File: src/rtl/piso_serializer.sv
// Parallel-in/serial-out shifter: valid/ready word input, one-word holding buffer,
// DIV-cycle bit period and gap-free streaming of back-to-back words.
module piso_serializer #(
    parameter int unsigned WIDTH      = 32,
    parameter int unsigned DIV        = 1,
    parameter bit          LSB_FIRST  = 1'b0,
    parameter bit          IDLE_LEVEL = 1'b0
) (
    input  logic             i_clk,
    input  logic             i_rst_n,
    input  logic [WIDTH-1:0] i_din,
    input  logic             i_din_valid,
    output logic             o_din_ready,
    output logic             o_sout,
    output logic             o_sframe,
    output logic             o_bit_strobe,
    output logic             o_word_done,
    output logic             o_busy
);
    localparam int unsigned BCW = $clog2(WIDTH);
    localparam int unsigned DCW = (DIV > 1) ? $clog2(DIV) : 1;
    localparam logic [BCW-1:0] BIT_LAST = BCW'(WIDTH - 1);
    localparam logic [DCW-1:0] DIV_LAST = DCW'(DIV - 1);

    typedef enum logic {StIdle, StShift} state_e;

    state_e           r_state, w_state_next;
    logic [WIDTH-1:0] r_hold, w_hold_next;
    logic             r_hold_full, w_hold_full_next;
    logic [WIDTH-1:0] r_sreg, w_sreg_next;
    logic [BCW-1:0]   r_bit_cnt, w_bit_cnt_next;
    logic [DCW-1:0]   r_div_cnt, w_div_cnt_next;
    logic             r_sout, w_sout_next;
    logic             r_din_ready;
    logic             w_accept;
    logic             w_last_bit;
    logic [WIDTH-1:0] w_shifted;

    assign w_accept   = i_din_valid && r_din_ready;
    assign w_last_bit = (r_bit_cnt == BIT_LAST) && (r_div_cnt == DIV_LAST);
    assign w_shifted  = LSB_FIRST ? {1'b0, r_sreg[WIDTH-1:1]} : {r_sreg[WIDTH-2:0], 1'b0};

    always_comb begin
        w_state_next     = r_state;
        w_hold_next      = r_hold;
        w_hold_full_next = r_hold_full;
        w_sreg_next      = r_sreg;
        w_bit_cnt_next   = r_bit_cnt;
        w_div_cnt_next   = r_div_cnt;

        unique case (r_state)
            StIdle: begin
                if (r_hold_full) begin
                    w_sreg_next      = r_hold;
                    w_hold_full_next = 1'b0;
                    w_bit_cnt_next   = '0;
                    w_div_cnt_next   = '0;
                    w_state_next     = StShift;
                end
            end
            StShift: begin
                if (r_div_cnt != DIV_LAST) begin
                    w_div_cnt_next = r_div_cnt + DCW'(1);
                end else if (w_last_bit) begin
                    // Reload straight from hold so consecutive words leave no idle gap
                    w_bit_cnt_next = '0;
                    w_div_cnt_next = '0;
                    if (r_hold_full) begin
                        w_sreg_next      = r_hold;
                        w_hold_full_next = 1'b0;
                    end else begin
                        w_sreg_next  = '0;
                        w_state_next = StIdle;
                    end
                end else begin
                    w_div_cnt_next = '0;
                    w_sreg_next    = w_shifted;
                    w_bit_cnt_next = r_bit_cnt + BCW'(1);
                end
            end
            default: w_state_next = StIdle;
        endcase

        // Accept never coincides with a transfer: ready is low whenever hold is full
        if (w_accept) begin
            w_hold_next      = i_din;
            w_hold_full_next = 1'b1;
        end

        w_sout_next = IDLE_LEVEL;
        if (w_state_next == StShift) begin
            w_sout_next = LSB_FIRST ? w_sreg_next[0] : w_sreg_next[WIDTH-1];
        end
    end

    always_ff @(posedge i_clk or negedge i_rst_n) begin
        if (!i_rst_n) begin
            r_state     <= StIdle;
            r_hold      <= '0;
            r_hold_full <= 1'b0;
            r_sreg      <= '0;
            r_bit_cnt   <= '0;
            r_div_cnt   <= '0;
            r_sout      <= IDLE_LEVEL;
            r_din_ready <= 1'b0;
        end else begin
            r_state     <= w_state_next;
            r_hold      <= w_hold_next;
            r_hold_full <= w_hold_full_next;
            r_sreg      <= w_sreg_next;
            r_bit_cnt   <= w_bit_cnt_next;
            r_div_cnt   <= w_div_cnt_next;
            r_sout      <= w_sout_next;
            r_din_ready <= !w_hold_full_next;
        end
    end

    assign o_din_ready  = r_din_ready;
    assign o_sout       = r_sout;
    assign o_sframe     = (r_state == StShift);
    assign o_bit_strobe = o_sframe && (r_div_cnt == '0);
    assign o_word_done  = o_sframe && w_last_bit;
    assign o_busy       = o_sframe || r_hold_full;

endmodule

File: config.mk
export PLATFORM = sky130hd
export DESIGN_NAME = piso_serializer
export DESIGN_NICKNAME = d
export VERILOG_FILES = /design/src/rtl/piso_serializer.sv
export SDC_FILE = /design/constraint.sdc
export NUM_CORES = 1
export LEC_CHECK = 0
export ABC_AREA = 1
export CAP_MARGIN = 20
export CORE_AREA = 5 5 87 81
export CTS_CLUSTER_SIZE = 12
export DETAILED_ROUTE_END_ITERATION = 10
export DIE_AREA = 0 0 92 86
export PLACE_DENSITY_LB_ADDON = 0.3
export SLEW_MARGIN = 25
export SYNTH_ARGS = -nofsm -noshare
export SYNTH_HDL_FRONTEND = slang
export SYNTH_SLANG_ARGS = --single-unit
File: constraint.sdc
create_clock -name i_clk -period 1.7 [get_ports i_clk]
set_input_delay 0.34 -clock i_clk [delete_from_list [all_inputs] [get_ports i_clk]]
set_output_delay 0.34 -clock i_clk [all_outputs]
set_load 0.05 [all_outputs]
---- Word level (Yosys, flattened, before mapping) ----
Index checks and enable logic that the tools add are counted.
word-level totals
  bits in registers ....................... 74
  latch bits .............................. 0
  memory bits (writable) .................. 0
  memory bits (read-only) ................. 0
  bits of input ports ..................... 35
  output and inout port bits .............. 6
  logic and storage cells ................. 44
  memories kept ........................... 0
operators by class
  $add $sub $neg .......................... 2
  $mul .................................... 0
  div/mod/pow operators ................... 0
  order comparisons ....................... 0
  eq/ne operators ......................... 3
  shift-type cells ........................ 0
  multiplexer cells ....................... 21
  bitwise logic cells ..................... 2
  reduce and logical (&&, ||, !) cells .... 7
operator list
  kind                 number
  $mux 32              4
  $pmux 32 s2          1
  $mux 5               3
  $pmux 5 s2           1
  $mux 1               9
  $pmux 1 s2           3
  $add 5x1->5 const B  1
  $eq 5x5->1 const B   1
  $logic_and 1x1->1    4
  $ne 2x2->1 const B   2
  $not 1->1            2
  $reduce_and 2->1     1
  $add 1x1->1 const B  1
  $logic_not 1->1      1
  $logic_or 1x1->1     1

---- Depth between registers and ports, before layout ----
Gate-level depths: netlist (run 1).
  depth after elaboration ................. 7
  mapped depth ............................ 10
  mapped depth without buffers ............ 10

---- Worst setup path after synthesis (run 1) ----
No wires, ideal clock.
  path type ............................... register -> output
  from .................................... reg r_bit_cnt[0]
  to ...................................... out o_word_done
  arrival ................................. 1337 ps
  data required time ...................... 1360 ps
  setup slack ............................. 23 ps
  cell stages (with the launch flop) ...... 7
  path buffers ............................ 0
  path through ............................ dfrtp_1 ha_1 nand2_1 nor2_1 ha_1 nand2_1 inv_1
between the ends
  longest elaborated chain between the ends .. 3
RTL lines
  what                      line  text
  start: declaration        31    logic [BCW-1:0] r_bit_cnt, w_bit_cnt_next;
  start signal: assignment  111   r_bit_cnt <= w_bit_cnt_next;
  $eq 5x5->1                40    assign w_last_bit = (r_bit_cnt == BIT_LAST) && (r_div_cnt == DIV_LAST);
  $logic_and 1x1->1         40
  $logic_and 1x1->1         122   assign o_word_done = o_sframe && w_last_bit;
  end: declaration          17    output logic o_word_done,
No other way between the ends.

---- Final worst setup path (run 1) ----
  from .................................... reg r_bit_cnt[1]
  to ...................................... out o_word_done
The elaborated chain is that of the path after synthesis.

==> results.ini, run 1 <==
[die]
io_pins=41
core-area_sq_um=6010
fp.dieH_um=86
die_w_um=92
die_area_sq_um=7910
start_util_pct=53.5
rows=27

[logic_synthesis]
synth_area_sq_um=3220
synth_top_area_share_pct=56.8
synth_cells=360
yosys.area_share.simple_pct=34.3
synthTopCellsByArea=dfrtp_1 (57%), nand2_1 (16%), nand3_1 (14%)
synth-compound-area-share_pct=1.09
ys_seq_elements=73
synth-async-reset-ratio_pct=100
synth-edff-count=0
synth.most_common_cell=nand2_1
synth.distinct_cells=19
yosysTopAreaCell=dfrtp_1
muxShareOfSynthArea_pct=0
syn-num-nets=398
synth_top_family_by_area=simple AND/OR/NAND/NOR gates
synthXorXnorAreaFrac_pct=0
synthAdderAreaFrac_pct=1.17
synth_warnings=0
synth-main-ff-cell=dfrtp_1
yosysSeqAreaShare_pct=56.8
synth_common_cells=nand2_1 (134), nand3_1 (93), dfrtp_1 (73)
syn_avg_cell_area_sq_um=8.93

[critical_path]
rr_startpoint=r_bit_cnt[1]
crit_end=o_word_done
regToRegSetupSlack_ns=0.08
worstPathArrival_ns=1.55
crit_path_start=r_bit_cnt[1]
reg2reg_depth=10
start_kind=flip-flop
required_ns=1.36
cp-end-kind=output pin
crit_type=reg -> out
r2r-end=r_sreg[18]
path_max_fanout=2

[hold_path]
hp-class=in -> async

[power_and_ir_drop]
power.share.clock_pct=21.4
cellLeakagePower_nw=2.05
p_int_mw=3.85
vdd_ir_drop_max_uv=732
p_comb_share_pct=29.1
power.switching_mw=2.06
pwr-share-seq_pct=49.5
swShare_pct=34.8
power_density_nw_per_um2=1460

[place]
post_dp_cell_area_sq_um=3720
dp_cells=461
place_congestion=0.767
place_hpwl_um=4290
io_buffers=40

[grt]
grt_max_degree=74
grt_pass1_wl_um=11600
antenna_found_initial=0
grt_pass1_vias=2473
grt-ovfl-total=0
grt.total_usage_pct=18.5

[timing]
fmax_ghz=0.530
finalSetupTns_ns=-0.187
setup_viol=1
period_share_pct=111
rsz0062_at_grt=true
worstMarginPinSlew_ns=0.374
fin_skew_ns=0.00831
finalHoldViolCount=0
drv_slew=0
fin_ws_ns=-0.187
fin_crit_ns=1.89
slew_headroom_pct=75.1

[clock_tree]
cts_made_buffers=9
clk-insertion-delay-late_ns=0.35
h-tree-depth=3
cts_tree=done
cts_sinks=73
cts_buffer_depth=2
clk_pin_slew_ns=0.08
cts_root_buf=clkbuf_8

[finish]
area_growth_pct=26.3
fin_util_pct=67.5
multi_input_area_sq_um=1210
register_area_sq_um=1830
antenna_cells=0
drive_above_1_share_pct=16.9
fillers=501
final_cells=486
finalNetCount=447
fin_area_sq_um=4060

[route]
routedWlPerCell_um=14.2
ant_nets=0
via_per_inst=5.27
via_count=2561
first_pass_iters=4
wirelength_um=6930
drt_first_iter_violations=229
remaining_drc_errors=0

[run]
drv_cap=0

[status]
status=complete, but fails checks
failed_checks=negative setup slack

cell families after synthesis:
| logic type | after synthesis |
|---|---|
| AOI/OAI and AO/OA | 5 |
| buffers and inverters | 35 |
| adders and majority gates | 3 |
| DFF | 73 |
| and+or+nand+nor | 244 |
state kept, by name, summed over array words and instances, names as in the netlist:
signal / cells
r_hold_full: 1
r_sreg: 32
o_sout: 1
r_hold: 32
o_sframe: 1
o_din_ready: 1
r_bit_cnt: 5
per-layer routing:
layer / share of wire (%) / GRT usage (%)
met5: 0 / 0
met4: 1.5 / 4.72
met3: 5.8 / 6.93
met2: 49 / 29.8
met1: 44 / 23.8
placed cells by master (no fill, tap or decap), drive strengths merged, types with 2 or more instances in the layout:
master / Yosys / routed
o21ai: 2 / 2
nand3: 97 / 97
a22o: 2 / 2
clkbuf: 0 / 13
nor2: 6 / 6
dfrtp: 73 / 73
nand2: 140 / 140
clkinvlp: 0 / 3
clkdlybuf4s50: 0 / 33
clkinv: 0 / 2
buf: 26 / 29
inv: 9 / 9
ha: 3 / 3
worst max-delay path: stages (launching register included):
cell and delay (ns):
dfrtp_1 0.38, ha_2 0.21, nand2_2 0.08, nor2_4 0.14, ha_4 0.16, nand2_2 0.04, inv_2 0.07, buf_12 0.13
metrics by stage:
step	worst slack [ns]	hold slack, ns	power (mW)
floorplan	0.0231	0.0444	3.94
global placement	0.0767	0.398	4.40
detailed placement	-0.0428	0.397	4.49
CTS	-0.198	0.0233	5.82
global route	-0.255	0.0255	6.35
finish	-0.187	0.0142	5.92
how the worst min path moves through the flow:
stage / cells past startpoint / startpoint / slack (ns) / endpoint
after detailed placement: 2 / i_rst_n / 0.40 / r_bit_cnt[2]
after global placement: 2 / i_rst_n / 0.40 / r_bit_cnt[3]
after global routing: 2 / i_rst_n / 0.03 / r_hold[16]
final: 2 / i_rst_n / 0.01 / r_sreg[10]
after CTS: 2 / i_rst_n / 0.02 / r_sreg[16]
after floorplan: 0 / i_rst_n / 0.04 / o_din_ready
area by class of cell:
type / instances / share of cell area, %
Clock buffer: 11 / 3.73
Clock inverter: 5 / 0.986
Timing Repair Buffer: 64 / 17.3
Inverter: 9 / 0.893
Multi-Input combinational cell: 252 / 29.9
Sequential cell: 73 / 45.0
Tap cell: 72 / 2.22
power groups by stage:
stage | Clock (mW) | Combinational [mW] | Sequential (mW)
6_report | 1.27 | 1.72 | 2.93
5_1_grt | 1.39 | 1.95 | 3.01
4_1_cts | 1.29 | 1.63 | 2.91
3_5_place_dp | 0 | 1.57 | 2.93
3_3_place_gp | 0 | 1.49 | 2.91
2_1_floorplan | 0 | 1.09 | 2.85
repair_timing:
| item | 4_1_cts | 5_1_grt |
|---|---|---|
| setup buffers | 3 | 4 |
| hold buffers | 0 | 0 |
| gates resized for setup | 8 | 7 |
| endpoints found under the setup margin | 31 | 37 |
| cloned | 0 | 2 |
| pin swaps | 3 | 2 |
Note: power is estimated with default switching activity, not from simulation.
==> run 2, diff against run 1 <==
==> constraint.sdc (replaced) <==
create_clock -name i_clk -period 1.7 [get_ports i_clk]
set_input_delay 0.425 -clock i_clk [delete_from_list [all_inputs] [get_ports i_clk]]
set_output_delay 0.425 -clock i_clk [all_outputs]
set_load 0.05 [all_outputs]
==> results.ini, run 2 (synthesis gave the netlist of run 1 again) <==
[place]
place_congestion=0.761  ; was 0.767
place_hpwl_um=4250  ; was 4290 um
io_buffers=40  ; unchanged

[grt]
grt-ovfl-total=0  ; unchanged
grt_pass1_wl_um=11400  ; was 11600 um
grt_pass1_vias=2441  ; was 2473
grt_max_degree=74  ; unchanged
grt.total_usage_pct=18.4  ; was 18.5%
antenna_found_initial=0  ; unchanged

[clock_tree]
cts_made_buffers=9  ; unchanged
cts_root_buf=clkbuf_8  ; unchanged
cts_sinks=73  ; unchanged
h-tree-depth=3  ; unchanged
cts_tree=done  ; unchanged
hold_buffers=0  ; unchanged
cts_buffer_depth=2  ; unchanged
clk-insertion-delay-late_ns=0.36  ; was 0.35 ns
clk_pin_slew_ns=0.07  ; was 0.08 ns

[timing]
drv_slew=0  ; unchanged
rsz0062_at_grt=true  ; unchanged
setup_viol=2  ; was 1
worstMarginPinSlew_ns=0.410  ; was 0.374 ns
slew_headroom_pct=72.6  ; was 75.1%
fin_skew_ns=0.00849  ; was 0.00831 ns
period_share_pct=117  ; was 111%
finalHoldViolCount=0  ; unchanged
fin_ws_ns=-0.297  ; was -0.187 ns
fmax_ghz=0.501  ; was 0.530 GHz
fin_crit_ns=2.00  ; was 1.89 ns

[finish]
drive_above_1_share_pct=23.9  ; was 16.9%
multi_input_area_sq_um=1320  ; was 1210 sq um
antenna_cells=0  ; unchanged
fillers=459  ; was 501
finalNetCount=451  ; was 447
register_area_sq_um=1830  ; unchanged
top_regs=r_hold (32), r_sreg (32), r_bit_cnt (5)  ; unchanged
fin_util_pct=71.4  ; was 67.5%
mostFrequentLayoutCells=nand2_1 (119), nand3_1 (80), dfrtp_1 (72)  ; was nand2_1 (132), nand3_1 (93), dfrtp_1 (72)
layout_commonest_cell=nand2_1  ; unchanged
area_growth_pct=33.5  ; was 26.3%

[critical_path]
path_max_fanout=2  ; unchanged
required_ns=1.27  ; was 1.36 ns
max_stage_delay_ns=0.39  ; was 0.38 ns
start_kind=flip-flop  ; unchanged
crit_path_start=r_bit_cnt[1]  ; unchanged
slowest_stage=dfrtp_1  ; unchanged
cp_top_family=flip-flops  ; unchanged
cp-end-kind=output pin  ; unchanged
path_cells=ha_2, nand2_2, nor2_4, ha_4, nand2_2, clkinvlp_4, buf_12  ; was ha_2, nand2_2, nor2_4, ha_4, nand2_2, inv_2, buf_12
path_common_cell=nand2_2  ; unchanged
rr_startpoint=r_bit_cnt[1]  ; unchanged
critical_path_buf_inv_count=2  ; unchanged
worstPathArrival_ns=1.57  ; was 1.55 ns
crit_type=reg -> out  ; unchanged

[route]
ant_nets=0  ; unchanged
first_pass_iters=4  ; unchanged
wirelength_um=7690  ; was 6930 um
via_per_inst=5.46  ; was 5.27
wl_met1_um=3200  ; was 3040 um
routedWlPerCell_um=15.7  ; was 14.2 um
routed.top_layer=met4  ; unchanged
drt_first_iter_violations=238  ; was 229
dr_wl_met3_um=488  ; was 401 um
remaining_drc_errors=0  ; unchanged
met2WireLength_um=3900  ; was 3380 um
via_count=2675  ; was 2561

[die]
die_w_um=92  ; unchanged
fp.dieH_um=86  ; unchanged
start_util_pct=53.5  ; unchanged
die_area_sq_um=7910  ; unchanged
core-area_sq_um=6010  ; unchanged
rows=27  ; unchanged
io_pins=41  ; unchanged

[power_and_ir_drop]
finalPower_mw=6.42  ; was 5.92 mW
cellLeakagePower_nw=2.20  ; was 2.05 nW
power_density_nw_per_um2=1490  ; was 1460 nW/um^2
vdd_ir_drop_max_uv=754  ; was 732 uV

[run]
drv_cap=0  ; unchanged

[hold_path]
hp-class=in -> async  ; unchanged

[status]
status=complete, but fails checks  ; unchanged
failed_checks=negative setup slack  ; unchanged

-- run 2: cell type report --
| type | instances | area share (%) |
|---|---|---|
| timing repair buffer | 68 | 18.0 |
| tap | 72 | 2.10 |
| clock buffer | 12 | 3.85 |
| inverter | 9 | 0.933 |
| clock inverter | 4 | 1.72 |
| multi-input combinational | 252 | 30.8 |
| sequential | 73 | 42.6 |
-- run 2: power by group --
group / switching (mW) / internal [mW]
clock network: 0.661 / 0.947
logic: 0.988 / 0.859
registers: 0.507 / 2.45
total: 2.16 / 4.26
-- run 2: path summary, 6_finish.rpt --
path                                 to  slack (ns)  depth (start not counted)
max in group asynchronous      o_sframe        1.29                          2
setup / recovery            o_word_done       -0.30                          7
setup reg to reg             r_sreg[11]       -0.03                         10
hold reg to reg              r_hold[27]        0.47                          2
hold / removal             r_bit_cnt[3]        0.08                          2
min in group i_clk           r_hold[27]        0.47                          2
-- run 2: metal layers --
metal | up-vias | global-route usage [%]
met5 | - | 0
met4 | 0 | 5.67
met3 | 10 | 6.75
met2 | 76 | 28.8
met1 | 1316 | 24.1
li1 | 1273 | -
-- run 2: stage by stage --
stage          hold slack (ns)  instances  setup TNS (ns)  setup slack, ns  instance area [sq um]
4_1_cts                  0.101        479          -0.282           -0.282                   4010
3_5_place_dp             0.459        462               0           0.0145                   3750
6_report                0.0817        490          -0.322           -0.297                   4290
3_3_place_gp             0.459        462               0           0.0530                   3750
2_1_floorplan            0.129        360               0           0.0427                   3220
5_1_grt                  0.105        490          -0.845           -0.340                   4290
-- run 2: timing repair --
action                     in CTS  in global routing
gates resized for setup         6                 36
setup endpoints to repair       3                 24
setup buffers                   1                  8
gates cloned                    0                  4
pin swaps                       1                  6
==> run 3, diff against run 2 <==
--- a/config.mk
+++ b/config.mk
@@ -11,6 +11,7 @@
 export CTS_CLUSTER_SIZE = 12
 export DETAILED_ROUTE_END_ITERATION = 10
 export DIE_AREA = 0 0 92 86
+export GPL_ROUTABILITY_DRIVEN = 0
 export PLACE_DENSITY_LB_ADDON = 0.3
 export SLEW_MARGIN = 25
 export SYNTH_ARGS = -nofsm -noshare
==> results of run 3 <==
Same layout as run 2: the final DEF is identical, and so are final timing and power.
